## src/rtl/y86_pipe_reg.sv

```systemverilog
// y86_pipe_reg: parametrised Y86-64 pipeline latch with stall/bubble control and perf counters
module y86_pipe_reg #(
  parameter int          WORD_W    = 64,
  parameter int          STAT_W    = 2,
  parameter int          STAGES    = 1,
  parameter logic [3:0]  NOP_ICODE = 4'h1,
  parameter logic [1:0]  BUB_STAT  = 2'b00,
  parameter int          CNT_W     = 16
) (
  input  logic              clk,
  input  logic              rst_n,
  input  logic              stall,
  input  logic              bubble,
  input  logic              in_valid,
  input  logic [STAT_W-1:0] in_stat,
  input  logic [3:0]        in_icode,
  input  logic [3:0]        in_ifun,
  input  logic [3:0]        in_rA,
  input  logic [3:0]        in_rB,
  input  logic [WORD_W-1:0] in_valC,
  input  logic [WORD_W-1:0] in_valP,
  output logic              out_valid,
  output logic [STAT_W-1:0] out_stat,
  output logic [3:0]        out_icode,
  output logic [3:0]        out_ifun,
  output logic [3:0]        out_rA,
  output logic [3:0]        out_rB,
  output logic [WORD_W-1:0] out_valC,
  output logic [WORD_W-1:0] out_valP,
  output logic [CNT_W-1:0]  stall_cnt,
  output logic [CNT_W-1:0]  bubble_cnt,
  output logic              conflict
);
  typedef struct packed {
    logic              v;
    logic [STAT_W-1:0] stat;
    logic [3:0]        icode;
    logic [3:0]        ifun;
    logic [3:0]        ra;
    logic [3:0]        rb;
    logic [WORD_W-1:0] valc;
    logic [WORD_W-1:0] valp;
  } bundle_t;
  if (STAGES < 1 || STAGES > 4) begin : g_bad_stages
    $error("y86_pipe_reg: STAGES must be 1..4");
  end
  bundle_t w_nop, w_in;
  bundle_t r_stg [STAGES];
  logic [CNT_W-1:0] r_stall_cnt, r_bubble_cnt;
  logic r_conflict;
  always_comb begin
    w_nop = '{v: 1'b0, stat: STAT_W'(BUB_STAT), icode: NOP_ICODE, ifun: 4'h0,
              ra: 4'hF, rb: 4'hF, valc: '0, valp: '0};
    w_in  = '{v: in_valid, stat: in_stat, icode: in_icode, ifun: in_ifun,
              ra: in_rA, rb: in_rB, valc: in_valC, valp: in_valP};
  end
  // a stall freezes the whole chain; a bubble only replaces what enters stage 0
  always_ff @(posedge clk or negedge rst_n) begin
    if (!rst_n) begin
      for (int k = 0; k < STAGES; k++) r_stg[k] <= w_nop;
      r_stall_cnt  <= '0;
      r_bubble_cnt <= '0;
      r_conflict   <= 1'b0;
    end else begin
      r_stall_cnt <= r_stall_cnt + CNT_W'(stall && !(&r_stall_cnt));
      if (stall && bubble) r_conflict <= 1'b1;
      if (!stall) begin
        r_stg[0] <= bubble ? w_nop : w_in;
        for (int k = 1; k < STAGES; k++) r_stg[k] <= r_stg[k-1];
        r_bubble_cnt <= r_bubble_cnt + CNT_W'(bubble && !(&r_bubble_cnt));
      end
    end
  end
  assign out_valid  = r_stg[STAGES-1].v;
  assign out_stat   = r_stg[STAGES-1].stat;
  assign out_icode  = r_stg[STAGES-1].icode;
  assign out_ifun   = r_stg[STAGES-1].ifun;
  assign out_rA     = r_stg[STAGES-1].ra;
  assign out_rB     = r_stg[STAGES-1].rb;
  assign out_valC   = r_stg[STAGES-1].valc;
  assign out_valP   = r_stg[STAGES-1].valp;
  assign stall_cnt  = r_stall_cnt;
  assign bubble_cnt = r_bubble_cnt;
  assign conflict   = r_conflict;
endmodule

```

## config.mk

```make
export PLATFORM = sky130hd
export DESIGN_NAME = y86_pipe_reg
export DESIGN_NICKNAME = d
export VERILOG_FILES = /design/src/rtl/y86_pipe_reg.sv
export SDC_FILE = /design/constraint.sdc
export NUM_CORES = 1
export LEC_CHECK = 0
export ABC_AREA = 1
export BUFFER_PORTS_ARGS = -buffer_cell sky130_fd_sc_hd__buf_2
export CAP_MARGIN = 20
export CORE_MARGIN = 2
export CORE_UTILIZATION = 30
export CTS_BUF_LIST = sky130_fd_sc_hd__clkbuf_16
export DETAILED_ROUTE_END_ITERATION = 7
export PLACE_DENSITY = 0.54
export SETUP_SLACK_MARGIN = 0.2
export SLEW_MARGIN = 0
export SYNTH_ARGS = -nofsm -noshare
export SYNTH_HDL_FRONTEND = slang
export SYNTH_SLANG_ARGS = --single-unit
```

## constraint.sdc

```tcl
create_clock -name clk -period 2.65 [get_ports clk]
set_clock_uncertainty 0.1 [all_clocks]
set_input_delay 0.795 -clock clk [delete_from_list [all_inputs] [get_ports clk]]
set_output_delay 0.795 -clock clk [all_outputs]
set_load 0.005 [all_outputs]
```

# ---- Yosys cells after proc, flatten, opt, wreduce, memory -nomap -nowiden
# Index checks and enable logic that the tools add are counted.
dict set report totals {
  latchBits 0
  in_bits 151
  mem_count 0
  output_inout_bits 180
  mem_bits_rw 0
  rom_bits 0
  word_cells 21
  ff_bits 180
}
dict set report classes {
  bitwise_logic 0
  n_mux 1
  n_lt_le_gt_ge 0
  reduce_logical 7
  add_sub_neg 2
  n_div 0
  eq_ne 0
  n_mul 0
  n_shift 0
}
# cell count
set op_table {}
lappend op_table {{147-bit 2-to-1 mux} 1}
lappend op_table {{16-bit by 1-bit adder with 16-bit output} 2}
lappend op_table {{16-bit AND reduction} 2}
lappend op_table {{1-bit logical AND} 3}
lappend op_table {{1-bit logical NOT} 2}

# ---- Depth between registers and ports, before layout
dict set report depth {
  word_depth 4
  ltp_mapped 14
  depth_no_buf 14
}

# ---- Worst setup path before layout
# OpenSTA, ideal clock, no wires.
dict set report synth_timing {
  kind {in2reg}
  from {in stall}
  to {reg r_stall_cnt[12] (netlist: stall_cnt[12])}
  required_ns 2.471
  setup_slack_ns 0.323
  arrival_ns 2.148
  path_stages 11
  cell_sequence {buf_6 -> inv_2 -> buf_2 -> nor2_1 -> ha_1 -> ha_1 -> inv_1 -> nor2_1 -> nand2_1 -> nor2_1 -> xor2_1}
}
dict set report synth_between {
  elab_chain_len 2
}
# item line
set synth_rtl {}
lappend synth_rtl {{start: declaration} 12} ;# input logic stall,
lappend synth_rtl {{1-bit logical AND} 65} ;# r_stall_cnt <= r_stall_cnt + CNT_W'(stall && !(&r_stall_cnt));
lappend synth_rtl {{16-bit by 1-bit adder with 16-bit output} 65}
lappend synth_rtl {{end signal: assignment} 65}
lappend synth_rtl {{end: declaration} 49} ;# logic [CNT_W-1:0] r_stall_cnt, r_bubble_cnt;
# No other way between the ends.
# A chain may end at the register's enable or synchronous reset.

# ---- Worst setup path in the final report
dict set report layout_timing {
  from {reg r_bubble_cnt[5] (netlist: bubble_cnt[5])}
  to {reg r_bubble_cnt[14] (netlist: bubble_cnt[14])}
}
dict set report layout_between {
  elab_chain_len 4
}
# item line
set layout_rtl {}
lappend layout_rtl {{start: declaration} 49}
lappend layout_rtl {{start signal: assignment} 70} ;# r_bubble_cnt <= r_bubble_cnt + CNT_W'(bubble && !(&r_bubble_cnt));
lappend layout_rtl {{16-bit AND reduction} 70}
lappend layout_rtl {{1-bit logical NOT} 70}
lappend layout_rtl {{1-bit logical AND} 70}
lappend layout_rtl {{16-bit by 1-bit adder with 16-bit output *} 70}
# Every way passes the cells marked *; elsewhere a longest branch is shown, timed or not.

==> flow_summary.toml <==
[run_status]
status = "finished, final reports clean"

[power]
power.density_nw_per_um2 = 694
ir_worst_vdd_v = 0.000365
power_leakage_nw = 5.10

[global_route]
grt_pass1_vias = 5393
gr-usage-all-layers_pct = 15.4
grt_max_degree = 101
antenna_found_initial = 1
grt_pass1_wl_um = 29400
overflow = 0

[logic_synthesis]
ys_ff_latch = 180
syn_avg_cell_area_um2 = 13.1
synthCells = 532
synth_cell_types = 30
synth_area_um2 = 6980
ys_seq_area_share_pct = 64.7
syn_nets = 689
ys_warn_count = 0

[floorplanning]
floorplan.initialDensity_pct = 30.7
rows = 55
pin_count = 331
die_h_um = 157
core_area_um2 = 22700
die_area_um2 = 24500
die_x_um = 157

[cts]
clockRootBuffer = "clkbuf_16"
clk_latency_ps = 430
post_cts.repair.setup_buffers = 0
clock_sinks = 180
cts_tree = "yes"
cts_buffers = 17
cts_hold_buf = 0
clkSlewWorstSetupHoldPaths_ps = 70
clockBufferDepth = 2
htree_levels = 4
postCtsResizedCells = 0

[worst_setup_path]
end_kind = "flop"
worstPathArrival_ps = 2360
crit_chain = "nand2_1 -> nor2_1 -> nand4_1 -> nor2_1 -> nor2_1 -> ha_1 -> ha_1 -> nand4_4 -> nor2_4 -> nand2_1 -> nand2_1 -> nand2_1"
startpoint_type = "flop"
worstPathMaxFanout = 7
cp_slowest_cell = "dfrtp_1"
cpPeakStageDelay_ps = 450
r2r_start = "bubble_cnt[5]"
ff2ff_path_depth = 12
r2r_setup_slack_ps = 500
critical_path_required_ps = 2870
crit_top_cell = "nand2_1"
worstSetupPathType = "reg -> reg"
r2r-end = "bubble_cnt[14]"

[detailed_routing]
wl_per_cell_um = 16.7
dr.pass1.iters = 4
wl_um = 19300
drt_iter0_drc = 243
remaining_drc_errors = 0
vias_per_cell = 4.69
vias = 5426
antenna_left = 0

[sta]
max_freq_mhz = 465
relSlewSlack_pct = 65.5
setup_viol = 0
finalMaxSlewViolations = 0
fin_tns_setup_ps = 0
rsz0062_at_grt = "false"
period_share_pct = 81.1
worst_pin_slew_ps = 517
hold_viol_final = 0
fin_crit_ps = 2150

[placed_design]
port_buffers = 330
hpwl_um = 13700
gp_congestion = 0.780
placed_cells = 1125

[final_layout]
final_common_cell = "buf_2"
fillers = 2233
num-nets-final = 1016
antennaDiodeCount = 0
syn2layout_area_growth_pct = 35.5
fin_cells = 1157
drive_gt1_share_pct = 45.1
layout_common_cells = "328 x buf_2, 171 x dfrtp_1, 138 x a22o_1, 62 x nand2_1, 35 x nor2_1"

[run]
cap_viol_max_count = 0

[worst_hold_path]
worstHoldPathType = "in -> async"
[cell families (layout without fill, tap and decap cells)]
logic type,count (synthesis),count (layout),synth area share (%)
flops,180,180,64.7
xor+xnor,18,18,2.37
compound gates,150,150,18.7
fa+ha+maj,6,6,1.08
buf+inv,51,391,4.32
simple gates,127,127,8.84
[registers in the layout (all words and copies together) (netlist names), 2 cells and up]
signal / cells
out_ifun: 4
out_stat: 2
out_valC: 64
out_valP: 64
stall_cnt: 16
out_rA: 4
out_rB: 4
out_icode: 4
bubble_cnt: 16
[synth_stat cells (all sizes together)]
master    n  area (um2)
nand4     7        58.8
buf      27         211
o21bai    1        7.51
o21ai     2        10.0
dfstp     9         236
xnor2     8        70.1
nand3b    6        57.6
ha        6        75.1
nand3     4        20.0
nor3      3        15.0
a22o    138        1210
nand2    64         250
clkbuf    5        18.8
dfrtp   171        4280
inv      19        71.3
and2      2        12.5
nor2     41         203
o22a      9        78.8
xor2     10        95.1
[worst max path at each step]
stage                  startpoint              to  slack (ps)  cells after the start
finish              bubble_cnt[5]  bubble_cnt[14]         500                     12
global route        bubble_cnt[5]  bubble_cnt[14]         240                     12
CTS                 bubble_cnt[7]  bubble_cnt[14]         480                     12
detailed placement         bubble  bubble_cnt[14]         310                     10
global placement           bubble  bubble_cnt[14]         350                     10
floorplan                   stall   stall_cnt[12]         320                     11
[through the flow]
step	hold WS [ps]	total power [mW]	area, um2	worst slack [ps]	utilization [%]
after global routing	185	6.92	9450	238	41.6
after CTS	176	6.68	9450	479	41.6
final	175	6.56	9450	501	41.6
after floorplan	368	3.67	6980	323	-
after detailed placement	367	4.24	8900	307	39.2
after global placement	369	4.24	8900	350	39.2
[cell type report]
cell class / count / area, um2 / area share [%]
Sequential cell: 180 / 4520 / 47.8
Multi-Input combinational cell: 301 / 2160 / 22.9
Tap cell: 285 / 357 / 3.77
Clock inverter: 15 / 125 / 1.32
Clock buffer: 17 / 425 / 4.50
Timing Repair Buffer: 340 / 1800 / 19.0
Inverter: 19 / 71.3 / 0.754
[critical path, delay by kind of cell, from the launching register on]
family,cells,cell delay [ps]
adder cells (fa/ha/maj),2,490
flip-flops,1,450
AND/OR/NAND/NOR,10,990
[report_power, final]
group	switching, mW	internal, mW
logic	0.447	0.478
clock network	1.17	1.23
registers	0.227	3.01
total	1.84	4.72
[metal layers]
| metal | vias to the layer above | wire, um | track usage (%) |
|---|---|---|---|
| met5 | - | 13 | 0 |
| met4 | 2 | 279 | 5.11 |
| met3 | 21 | 1340 | 4.82 |
| met2 | 208 | 9210 | 25.0 |
| met1 | 2629 | 8440 | 19.7 |
| li1 | 2566 | - | - |
No activity file was read; power rests on OpenSTA's default activity.
